<file path="config.mk">
export PLATFORM = sky130hd
export DESIGN_NAME = fpga_board_top_flat
export DESIGN_NICKNAME = d
export VERILOG_FILES = /design/src/rtl/fpga_board_top_if.sv /design/src/rtl/fpga_board_top.sv /design/src/flat_wrapper.sv
export SDC_FILE = /design/constraint.sdc
export NUM_CORES = 1
export LEC_CHECK = 0
export ABC_AREA = 0
export CORE_UTILIZATION = 40
export CTS_BUF_LIST = sky130_fd_sc_hd__clkbuf_16
export DETAILED_ROUTE_END_ITERATION = 10
export GPL_TIMING_DRIVEN = 0
export PLACE_DENSITY_LB_ADDON = 0.05
export SYNTH_ARGS = -nofsm -noshare
export SYNTH_HDL_FRONTEND = slang
export SYNTH_SLANG_ARGS = --single-unit
</file>
<file path="constraint.sdc">
create_clock -name sysclk -period 5.9 [get_ports sysclk]
set_input_delay 1.77 -clock sysclk [delete_from_list [all_inputs] [get_ports sysclk]]
set_output_delay 1.77 -clock sysclk [all_outputs]
set_load 0.02 [all_outputs]
</file>
<file path="src/rtl/fpga_board_top_if.sv">
// Board pin bundle for the CPU lab FPGA top: buttons, switches, LEDs and
// the multiplexed 4-digit 7-segment display.
interface fpga_board_top_if;
    logic       BTND;
    logic       SW0;
    logic       SW1;
    logic [7:0] LED;
    logic [7:0] Cathodes;
    logic [3:0] AN;

    // The board/bench side drives the buttons and switches and watches the outputs
    modport master (
        output BTND,
        output SW0,
        output SW1,
        input  LED,
        input  Cathodes,
        input  AN
    );

    // The design side reads the buttons and switches and drives the outputs
    modport slave (
        input  BTND,
        input  SW0,
        input  SW1,
        output LED,
        output Cathodes,
        output AN
    );
endinterface

</file>
<file path="src/rtl/fpga_board_top.sv">
// Board-level top for the CPU lab FPGA.
// A free-running step engine advances pc, cnt and acc once every STEP_DIV
// clocks, unless the hold button is pressed. pc is shown on the LEDs. A
// switch-selected 16-bit value is shown on a 4-digit multiplexed hex display,
// and each digit is lit for SCAN_DIV clocks. BTNU is a synchronous reset.
module fpga_board_top #(
    parameter int STEP_DIV = 4,
    parameter int SCAN_DIV = 16
) (
    input  logic              sysclk,
    input  logic              BTNU,
    fpga_board_top_if.slave   pins
);

    localparam int STEP_W = (STEP_DIV > 1) ? $clog2(STEP_DIV) : 1;
    localparam int SCAN_W = (SCAN_DIV > 1) ? $clog2(SCAN_DIV) : 1;

    localparam logic [STEP_W-1:0] STEP_LAST = STEP_W'(STEP_DIV - 1);
    localparam logic [SCAN_W-1:0] SCAN_LAST = SCAN_W'(SCAN_DIV - 1);

    logic [7:0]        pc;
    logic [15:0]       cnt;
    logic [15:0]       acc;
    logic [STEP_W-1:0] step_ctr;
    logic [SCAN_W-1:0] scan_ctr;
    logic [1:0]        dig;

    logic              step_fire;
    logic [15:0]       disp_value;
    logic [3:0]        nibble;
    logic [7:0]        seg_code;
    logic [3:0]        an_code;

    // Hex digit to active-low segment pattern {dp,g,f,e,d,c,b,a}, dp kept off
    function automatic logic [7:0] seg(input logic [3:0] hex);
        logic [7:0] code;
        case (hex)
            4'h0:    code = 8'hC0;
            4'h1:    code = 8'hF9;
            4'h2:    code = 8'hA4;
            4'h3:    code = 8'hB0;
            4'h4:    code = 8'h99;
            4'h5:    code = 8'h92;
            4'h6:    code = 8'h82;
            4'h7:    code = 8'hF8;
            4'h8:    code = 8'h80;
            4'h9:    code = 8'h90;
            4'hA:    code = 8'h88;
            4'hB:    code = 8'h83;
            4'hC:    code = 8'hC6;
            4'hD:    code = 8'hA1;
            4'hE:    code = 8'h86;
            default: code = 8'h8E;
        endcase
        return code;
    endfunction

    // A step fires on the edge where the divider is at its last count and not held
    assign step_fire = !pins.BTND && (step_ctr == STEP_LAST);

    // Step engine: the divider advances while running, and pc/cnt/acc update on each step
    always_ff @(posedge sysclk) begin
        if (BTNU) begin
            step_ctr <= '0;
            pc       <= '0;
            cnt      <= '0;
            acc      <= '0;
        end else if (!pins.BTND) begin
            if (step_fire) begin
                step_ctr <= '0;
                pc       <= pc + 8'd1;
                cnt      <= cnt + 16'd1;
                acc      <= acc + cnt + 16'd1;
            end else begin
                step_ctr <= step_ctr + STEP_W'(1);
            end
        end
    end

    // Display scanner: it keeps running during hold and moves to the next digit every SCAN_DIV clocks
    always_ff @(posedge sysclk) begin
        if (BTNU) begin
            scan_ctr <= '0;
            dig      <= '0;
        end else if (scan_ctr == SCAN_LAST) begin
            scan_ctr <= '0;
            dig      <= dig + 2'd1;
        end else begin
            scan_ctr <= scan_ctr + SCAN_W'(1);
        end
    end

    // The switch-selected display value is picked combinationally so a switch change shows up at once
    always_comb begin
        disp_value = acc;
        case ({pins.SW1, pins.SW0})
            2'b00:   disp_value = acc;
            2'b01:   disp_value = cnt;
            2'b10:   disp_value = {8'h00, pc};
            default: disp_value = {cnt[7:0], pc};
        endcase
    end

    // Choose the nibble and the active-low anode for the digit that is lit now
    always_comb begin
        nibble  = disp_value[3:0];
        an_code = 4'b1110;
        case (dig)
            2'd0: begin
                nibble  = disp_value[3:0];
                an_code = 4'b1110;
            end
            2'd1: begin
                nibble  = disp_value[7:4];
                an_code = 4'b1101;
            end
            2'd2: begin
                nibble  = disp_value[11:8];
                an_code = 4'b1011;
            end
            default: begin
                nibble  = disp_value[15:12];
                an_code = 4'b0111;
            end
        endcase
        seg_code = seg(nibble);
    end

    assign pins.LED      = pc;
    assign pins.AN       = an_code;
    assign pins.Cathodes = seg_code;

endmodule

</file>
<file path="src/flat_wrapper.sv">
// flat-port wrapper written by rule: the top's interface ports become plain ports
module fpga_board_top_flat 
#(
    parameter int STEP_DIV = 4,
    parameter int SCAN_DIV = 16
)
  (sysclk, BTNU, pins_BTND, pins_SW0, pins_SW1, pins_LED, pins_Cathodes, pins_AN);
  fpga_board_top_if pins_i ();
  input  logic sysclk;
  input  logic BTNU;
  input wire logic [$bits(pins_i.BTND)-1:0] pins_BTND;
  input wire logic [$bits(pins_i.SW0)-1:0] pins_SW0;
  input wire logic [$bits(pins_i.SW1)-1:0] pins_SW1;
  output wire logic [$bits(pins_i.LED)-1:0] pins_LED;
  output wire logic [$bits(pins_i.Cathodes)-1:0] pins_Cathodes;
  output wire logic [$bits(pins_i.AN)-1:0] pins_AN;
  assign pins_i.BTND = pins_BTND;
  assign pins_i.SW0 = pins_SW0;
  assign pins_i.SW1 = pins_SW1;
  assign pins_LED = pins_i.LED;
  assign pins_Cathodes = pins_i.Cathodes;
  assign pins_AN = pins_i.AN;
  fpga_board_top #(.STEP_DIV(STEP_DIV), .SCAN_DIV(SCAN_DIV)) u_core (.sysclk(sysclk), .BTNU(BTNU), .pins(pins_i));
endmodule
</file>
After elaboration in Yosys (flattened, before gate mapping)
Memory sizes are Yosys's and may differ from the RTL's.
Index checks and enable logic that the tools add are counted.
{"block": "totals", "ff_bits": 48, "mem_bits_ro": 112, "input_bits": 5, "output_inout_bits": 20, "word_cells": 31, "mem_count": 1}
{"block": "classes", "n_addsub": 7, "eq_ne": 6, "n_mux": 4, "bitwise_logic": 1, "n_reduce_logical": 6}
{"name": "(no name shown)", "words": 16, "word_bits": 7, "read_ports": 1, "rd_clocked_by_memory_dff": 0, "write_ports": 0, "line": "fpga_board_top.sv:37", "source": "case (hex)"}
{"op": "16-bit case mux with 3 select lines", "n": 1}
{"op": "16-bit by 1-bit adder with 16-bit output, second input constant", "n": 2}
{"op": "4-bit case mux with 3 select lines", "n": 2}
{"op": "16-bit adder", "n": 1}
{"op": "8-bit by 1-bit adder with 8-bit output, second input constant", "n": 1}
{"op": "2-bit equality test, second input constant", "n": 3}
{"op": "2-bit by 1-bit adder with 2-bit output, second input constant", "n": 2}
{"op": "4-bit by 1-bit adder with 4-bit output, second input constant", "n": 1}
{"op": "2-bit by 1-bit equality test with 1-bit output, second input constant", "n": 2}
{"op": "4-bit equality test, second input constant", "n": 1}
{"op": "2-bit zero test", "n": 2}
{"op": "2-bit 2-to-1 mux", "n": 1}
{"op": "2-bit AND reduction", "n": 1}
{"op": "2-bit OR reduction", "n": 1}
{"op": "1-bit logical AND", "n": 1}
{"op": "1-bit zero test", "n": 1}
{"op": "1-bit NOT", "n": 1}

Logic depth before layout (Yosys ltp)
Gate-level depths: netlist of the first run.
An unclocked memory read counts as a cell.
{"block": "logic_depth", "ltp_word": 4, "mapped_depth": 13, "depth_no_buf": 11}

Worst setup path after synthesis of the first run
No wires, ideal clock.
{"block": "synth_path", "kind": "input port to output port", "from": "input port pins_SW0", "to": "output port pins_Cathodes[2]", "t_arrival_ns": 3.791, "t_required_ns": 4.130, "slack_ns": 0.339, "cell_stages": 9, "path_buffers": 2, "cell_sequence": "buf_6 buf_6 mux2i_1 o21ai_0 a22o_1 o21ai_1 inv_1 ha_1 o31ai_1"}
{"block": "synth_via", "elab_chain_cells": 4, "word_cells_on_any_way": 6, "cone_classes": "eq/ne (2); mux (2); reduce/logical (1); memory (1)"}
{"element": "from (decl)", "line": "flat_wrapper.sv:12", "source": "input wire logic [$bits(pins_i.SW0)-1:0] pins_SW0;"}
{"element": "2-bit equality test, or another cell as far along", "line": "fpga_board_top.sv:96", "source": "case ({pins.SW1, pins.SW0})"}
{"element": "16-bit case mux with 3 select lines (*)", "line": "fpga_board_top.sv:96"}
{"element": "4-bit case mux with 3 select lines (*)", "line": "fpga_board_top.sv:108", "source": "case (dig)"}
{"element": "memory read 16 x 7 bit (*)"}
{"element": "to (decl)", "line": "flat_wrapper.sv:15", "source": "output wire logic [$bits(pins_i.Cathodes)-1:0] pins_Cathodes;"}
Mark *: on every way between the ends. The rest lies on a longest branch, timed or not.

Final worst setup path of the first run
{"block": "layout_path", "from": "input port pins_SW0", "to": "output port pins_Cathodes[3]"}
Same word-level chain as after synthesis.

==> results of run 1 <==
[metrics by stage]
step	TNS, ns	utilization	worst slack (ns)	cells	power (mW)
2_1_floorplan	0	-	0.3391	423	0.3620
3_3_place_gp	-4.338	0.4536	-0.8173	549	0.3735
3_5_place_dp	-4.466	0.4536	-0.8366	549	0.3739
4_1_cts	-0.04768	0.4708	-0.04768	556	0.6492
5_1_grt	0	0.4731	0.008181	558	0.6623
6_report	0	0.4731	0.1692	558	0.6373
[placed cells by master, fill, tap and decap left out, types with 7 or more instances in the layout]
master	instances
a21oi_1	35
a31oi_1	7
and3_1	7
clkbuf_1	13
clkdlybuf4s50_1	13
dfxtp_1	48
ha_1	31
inv_1	17
mux2i_1	20
nand2_1	61
nand3_1	10
nor2_1	36
o21ai_0	20
xnor2_1	10
xor2_1	20
[final timing paths]
check                           slack [ns]               end           start  cells after the start
worst max-delay path                  0.17  pins_Cathodes[3]        pins_SW0                     12
worst min-delay path                  0.47    u_core.acc[12]  u_core.acc[12]                      2
worst max register to register        3.44    u_core.acc[14]   u_core.cnt[0]                     11
worst min register to register        0.47    u_core.acc[12]  u_core.acc[12]                      2
[sequential cells by signal, indices dropped and copies added, names as in the netlist]
| signal | cells |
|---|---|
| u_core.cnt | 16 |
| u_core.pins.LED | 8 |
| u_core.dig | 2 |
| u_core.scan_ctr | 4 |
| u_core.step_ctr | 2 |
| u_core.acc | 16 |
[critical path: stages]
cell and delay [ns]:
buf_6 0.13, buf_8 0.17, mux2i_2 0.23, o21ai_0 0.10, a22o_1 0.27, o32ai_4 0.29, inv_2 0.11, ha_2 0.22
or2_2 0.30, a21oi_1 0.12, a21oi_1 0.06, buf_2 0.17
[logic make-up (layout without fill, tap and decap cells)]
group | after synthesis | in the layout
and+or+nand+nor | 150 | 150
AOI/OAI and AO/OA | 101 | 101
DFF | 48 | 48
buffers and inverters | 39 | 69
adders and majority gates | 33 | 33
xor gates and xnor gates | 30 | 30
muxes | 21 | 21
other | 1 | 1
[layer usage]
metal,wire (um),vias to the layer above,share of wire
li1,-,1534,-
met2,3796,47,0.45
met1,4290,1319,0.51
met4,130,0,0.015
met3,204,12,0.024
met5,0,-,0
[final cells by class]
class                   count  area (um2)  area share
multi-input cells         336        2258      0.5809
flip-flops and latches     48       960.9      0.2472
repair buffers             23       210.2     0.05407
well taps                 105       131.4     0.03379
plain buffers              22       128.9     0.03315
clock buffers               5       125.1     0.03219
inverters                  17       63.81     0.01641
clock inverters             2       8.758    0.002253
[what timing repair did]
action	CTS	global route
gates resized for setup	18	4
setup endpoints to repair	7	7
pin swaps	1	1
buffers inserted	0	2
[report_power, final]
part           switching [mW]  internal, mW
clock network           0.118         0.153
registers             0.00274         0.327
logic                  0.0223        0.0142
==> results.toml, run 1 <==
[run_status]
status = "completed"

[yosys]
synth_fp_nets = 461
synth_mux_area_frac = 0.06208
synth_ff_type = "dfxtp_1"
avgSynthCellArea_um2 = 8.004
yosys.cell_types.count = 56
netlist_area_um2 = 3386
synth_commonest_cells = "nand2_1, dfxtp_1, nor2_1"
synthArstFlopShare = 0
synth_top_area_frac = 0.2838
synthSimpleGateAreaFrac = 0.2058
synth_top_cell_by_area = "dfxtp_1"
ys_top_cells_by_area = "dfxtp_1, ha_1, nand2_1"
yosysMostFrequentCell = "nand2_1"
yosys_warnings = 0
synth_edf_count = 0
synth_top_family_by_area = "simple AND/OR/NAND/NOR gates"
synth_compound_area_frac = 0.1911
synth_seq_cells = 48
syn-instance-count = 423
synthAdderAreaFrac = 0.1242
ys_seq_area_frac = 0.2838
synthXorXnorAreaFrac = 0.07761

[routing]
vias = 2912
drt-total-wl_mm = 8.421
vias_per_cell = 5.219
drtAntennaViolNets = 0
drcViolationCount = 0
first_iter_violations = 123
post_drt_wl_per_cell_um = 15.09
drtPass1Iterations = 4

[worst_setup_path]
path_max_fanout = 10
critPathRequiredTime_ns = 4.13
endpoint_kind = "output pin"
setup.worst_path.start_class = "primary input"
critical_path_class = "in -> out"
cp.arrival_ns = 3.96

[min_path]
hp-class = "reg -> reg"

[timing]
min_period_ns = 5.731
worst_slew_pin_slew_ns = 0.6574
fmax_mhz = 174.5
slew_headroom = 0.5617
min_period_over_period = 0.9713
hold_viol = 0
final_max_slew_viol_count = 0
setup_violations = 0
grt_setup_unrepaired = "false"
fin_worst_skew_ns = 0.003739
hold_ws_ns = 0.4735

[global_route]
grt_overflow = 0
grt.total_usage = 0.2016
grt_first_pass_wirelength_mm = 13.56
antenna_found_initial = 0
grt_max_degree = 14
grt-busiest-layer = "met2"
grtUsageMet2 = 0.3230
global_route.usage.met1 = 0.2802
grt_use_met3 = 0.02427
grt_pass1_vias = 2671

[finish]
drive_gt1_frac = 0.06623
final_nets = 491
fin_area_um2 = 3887
insertedDiodeCount = 0
areaGrowthSynthToFinish_pct = 14.82
fillCellCount = 832

[place]
place_area_um2 = 3727
hpwl_mm = 6.467
place.gp.congestion = 0.8515
io_buffers = 21

[cts]
root_buffer = "clkbuf_16"
cts_sinks = 48
ctsLongestPathBuffers = 2
cts_buffers = 5
clk_latency_ns = 0.28
holdBufCountCts = 0
path_clk_slew_ns = 0.06
cts_tree = "built"
htree_num_levels = 2

[floorplanning]
die_y_um = 94
start_util = 0.4121
core_um2 = 8217
die-area_um2 = 8836
die_x_um = 94
placementRows = 33
io_pins = 25

[power_and_ir_drop]
vdd_drop_max_mv = 0.09626
powerDensity_nw_per_um2 = 163.9
p_leak_nw = 1.621

[run]
drv_cap = 0
Note: power is estimated with default switching activity, not from simulation.
==> run 2: changes to the inputs <==
- CORE_MARGIN: not set -> 2
==> results.toml, run 2 (synthesis gave the netlist of run 1 again) <==
[run_status]
status = "completed"

[power_and_ir_drop]
sequentialPowerShare = 0.512
power.net_switching_mw = 0.1501
p_int_mw = 0.4945
p_leak_nw = 1.631
swShare = 0.2329
vdd_drop_max_mv = 0.09240
total_power_mw = 0.6447
comb_power_share = 0.057
clkPwrFrac = 0.431
powerDensity_nw_per_um2 = 165.1

[timing]
min_period_ns = 5.766
fmax_mhz = 173.4
grt_setup_unrepaired = "false"
setup_violations = 0
worst_slew_pin_slew_ns = 0.6724
final_max_slew_viol_count = 0
hold_viol = 0
slew_headroom = 0.5517
min_period_over_period = 0.9773
postLayoutSetupSlackWorst_ns = 0.1342
fin_worst_skew_ns = 0.006033

[finish]
areaGrowthSynthToFinish_pct = 15.30
layout_common_cells = "nand2_1, dfxtp_1, nor2_1"
insertedDiodeCount = 0
final_common_cell = "nand2_1"
final_nets = 492
post-route-util = 0.4751
drive_gt1_frac = 0.06828
fin_cells = 559
fin_area_um2 = 3904
fillCellCount = 860

[floorplanning]
start_util = 0.4121
die_x_um = 96
die-area_um2 = 9216
io_pins = 25
placementRows = 33
core_um2 = 8217
die_y_um = 96

[worst_setup_path]
crit_path_max_incr_delay_ns = 0.32
path_max_fanout = 10
critical_path_class = "in -> out"
rr_worst_depth = 10
crit_slowest_cell = "o32ai_4"
critPathRequiredTime_ns = 4.13
cp.arrival_ns = 4.00
endpoint_kind = "output pin"
crit_chain = "clkdlybuf4s15_2 -> buf_6 -> buf_4 -> nand2_1 -> o21ai_0 -> a22o_1 -> o32ai_4 -> inv_2 -> ha_2 -> or2_2 -> a21oi_1 -> a21oi_1 -> buf_2"
setup.worst_path.start_class = "primary input"
crit_path_frequent_cell = "a21oi_1"

[routing]
drt-total-wl_mm = 8.564
post_drt_wl_per_cell_um = 15.32
vias_per_cell = 5.204
drtAntennaViolNets = 0
drcViolationCount = 0
drtPass1Iterations = 4
vias = 2909
first_iter_violations = 174

[place]
place.gp.congestion = 0.8567
dp.cells = 549
place_area_um2 = 3727
pre_cts_ws_ns = -0.8418
hpwl_mm = 6.573
io_buffers = 21

[global_route]
grt_max_degree = 14
antenna_found_initial = 0
grt.total_usage = 0.1996
grt_first_pass_wirelength_mm = 14.01
grt_overflow = 0
grt_pass1_vias = 2733

[min_path]
worstHoldPathCells = 2
hp-class = "reg -> reg"

[run]
drv_cap = 0

[cts]
cts_buffers = 5
cts_sinks = 48
root_buffer = "clkbuf_16"
ctsLongestPathBuffers = 2
clk_latency_ns = 0.29
htree_num_levels = 2
cts_tree = "built"
path_clk_slew_ns = 0.06
-- run 2: cell count changes in the layout (fill, tap and decap cells not counted), sizes merged --
cell           delta
buf               +1
clkbuf            -1
clkdlybuf4s15     +1
-- run 2: routing by layer --
layer / GRT usage / share of wire / routed length, um
met1: 0.2804 / 0.50 / 4264
met2: 0.3200 / 0.45 / 3857
met3: 0.02506 / 0.037 / 316
met4: 0.05595 / 0.015 / 125
met5: 0 / 0 / 0
-- run 2: worst max-delay path: cells and delay by family --
kind | cells | cell delay, ns
AND/OR/NAND/NOR | 2 | 0.35
buffers and inverters | 5 | 0.83
AO/OA/AOI/OAI | 5 | 0.81
adder cells (fa/ha/maj) | 1 | 0.22
-- run 2: repair_timing --
item                                    4_1_cts  5_1_grt
setup buffers                                 0        3
gates resized for setup                      21        2
hold buffers                                  0        0
pin swaps                                     1        2
endpoints found under the hold margin         0        0
endpoints found under the setup margin        7        5
-- run 2: final timing paths --
| path | startpoint | endpoint | slack (ns) |
|---|---|---|---|
| worst max-delay path | pins_SW1 | pins_Cathodes[3] | 0.13 |
| worst min register to register | u_core.acc[12] | u_core.acc[12] | 0.47 |
| worst max register to register | u_core.cnt[0] | u_core.acc[10] | 3.41 |
| worst min-delay path | u_core.acc[12] | u_core.acc[12] | 0.47 |
-- run 2: per-stage QoR --
stage                     hold WS [ns]  TNS (ns)
after CTS                       0.4744         0
after global routing            0.5152         0
after global placement          0.4636    -4.315
final                           0.4728         0
after floorplan                 0.4485         0
after detailed placement        0.4666    -4.465
-- run 2: final cells by class --
cell class	instances	area, um2	area share
plain buffers	22	132.6	0.03397
clock buffers	5	125.1	0.03205
clock inverters	2	8.758	0.002244
inverters	17	63.81	0.01635
multi-input cells	336	2257	0.5782
flip-flops and latches	48	960.9	0.2462
well taps	105	131.4	0.03365
repair buffers	24	224.0	0.05737
-- run 2: power by group through the flow --
stage / logic (mW) / clock network [mW] / registers (mW)
after floorplan: 0.0252 / 0 / 0.337
after global placement: 0.0363 / 0 / 0.337
after detailed placement: 0.0367 / 0 / 0.337
after CTS: 0.0371 / 0.286 / 0.330
after global routing: 0.0407 / 0.298 / 0.330
final: 0.0370 / 0.278 / 0.330
==> run 3: changes to the inputs <==
- CAP_MARGIN: not set -> 25
- CORE_UTILIZATION: 40 -> 35
==> results.toml, run 3 (synthesis gave the netlist of run 1 again) <==
[power_and_ir_drop]
powerDensity_nw_per_um2 = 163.8
p_leak_nw = 1.640
clkPwrFrac = 0.432
p_int_mw = 0.4949
vdd_drop_max_mv = 0.09240
comb_power_share = 0.059
swShare = 0.2352
power.net_switching_mw = 0.1522
total_power_mw = 0.6471
sequentialPowerShare = 0.510

[place]
place_area_um2 = 3757
dp.cells = 573
pre_cts_ws_ns = -0.8725
place.gp.congestion = 0.8456
hpwl_mm = 6.758
io_buffers = 21

[worst_setup_path]
setup.worst_path.start_class = "primary input"
crit_chain = "buf_6 -> buf_12 -> mux2i_1 -> o21ai_0 -> and2_1 -> o32ai_4 -> inv_2 -> ha_2 -> or2_2 -> a21oi_1 -> a21oi_1 -> buf_2"
crit_path_max_incr_delay_ns = 0.33
rr_worst_depth = 10
cp.arrival_ns = 3.98
critical_path_class = "in -> out"
r2r-start = "u_core.cnt[0]"
r2r-end = "u_core.acc[10]"
crit_slowest_cell = "o32ai_4"
critPathRequiredTime_ns = 4.13
endpoint_kind = "output pin"
reg2reg_slack_ns = 3.40
worstSetupPathDepth = 12
cp_top_family = "compound AO/OA/AOI/OAI gates"
cp-endpoint = "pins_Cathodes[3]"
critPathLaunch = "pins_SW0"
path_max_fanout = 10
path_buf_inv = 4
crit_path_frequent_cell = "a21oi_1"

[timing]
fmax_mhz = 173.9
postLayoutSetupSlackWorst_ns = 0.1510
worst_slew_pin_slew_ns = 0.7576
min_period_ns = 5.749
setup_tns_ns = 0
grt_setup_unrepaired = "false"
hold_ws_ns = 0.4796
slew_headroom = 0.4950
hold_viol = 0
setup_violations = 0
min_period_over_period = 0.9744
final_max_slew_viol_count = 0
fin_worst_skew_ns = 0.005565

[routing]
vias = 2940
first_iter_violations = 101
vias_per_cell = 5.026
drcViolationCount = 0
drtAntennaViolNets = 0
drtPass1Iterations = 4
drt-total-wl_mm = 8.874
post_drt_wl_per_cell_um = 15.17

[finish]
fin_area_um2 = 3950
fin_cells = 585
post-route-util = 0.4235
areaGrowthSynthToFinish_pct = 16.67
insertedDiodeCount = 0
final_common_cell = "nand2_1"
layout_common_cells = "nand2_1, dfxtp_1, nor2_1"
drive_gt1_frac = 0.06798
final_nets = 493

[run]
drv_cap = 0

[floorplanning]
io_pins = 25
start_util = 0.3630
die_x_um = 102.4
die_y_um = 102.4
placementRows = 35
core_um2 = 9328
die-area_um2 = 10480

[global_route]
grt_first_pass_wirelength_mm = 14.63
grt_pass1_vias = 2809
grt_max_degree = 14
antenna_found_initial = 0
grt.total_usage = 0.1814
grt_overflow = 0

[cts]
cts_sinks = 48
cts_buffers = 5
ctsLongestPathBuffers = 2
holdBufCountCts = 0
cts_tree = "built"
path_clk_slew_ns = 0.07
clk_latency_ns = 0.29
root_buffer = "clkbuf_16"
htree_num_levels = 2

[min_path]
hp-class = "reg -> reg"

[run_status]
status = "completed"
## run 3: routing by layer
layer,up-vias,part of all wire,global-route usage
met5,-,0,0
met4,0,0.011,0.05333
met2,47,0.44,0.2788
met1,1345,0.51,0.2635
met3,6,0.037,0.02599
li1,1542,-,-
## run 3: worst min-delay path by stage
stage / from / endpoint / slack, ns / cells after the start
floorplan: u_core.acc[12] / u_core.acc[12] / 0.45 / 2
finish: u_core.acc[12] / u_core.acc[12] / 0.48 / 2
global route: u_core.acc[3] / u_core.acc[3] / 0.50 / 2
detailed placement: u_core.acc[3] / u_core.acc[3] / 0.47 / 2
CTS: u_core.acc[3] / u_core.acc[3] / 0.48 / 2
global placement: u_core.acc[12] / u_core.acc[12] / 0.46 / 2
## run 3: power groups by stage
stage                     sequential [mW]  combinational [mW]  clock, mW
after floorplan                     0.337              0.0252          0
after global placement              0.337              0.0374          0
after detailed placement            0.337              0.0374          0
after CTS                           0.330              0.0375      0.289
after global routing                0.330              0.0422      0.296
final                               0.330              0.0380      0.279
## run 3: tightest hold or removal path, stage by stage, from the launching register on
cell     delay, ns
dfxtp_1       0.33
nand2_1       0.06
a21oi_1       0.05
## run 3: area by class of cell
cell class | instances | area (um2)
timing repair buffer | 25 | 226.5
multi-input combinational | 336 | 2267
sequential | 48 | 960.9
clock inverter | 3 | 11.26
clock buffer | 5 | 125.1
tap | 129 | 161.4
fill | 970 | 5378
buffer | 22 | 133.9
inverter | 17 | 63.81
## run 3: timing repair
item,4_1_cts,5_1_grt
endpoints found under the setup margin,7,7
setup buffers,0,4
pin swaps,1,1
gates resized for setup,19,6
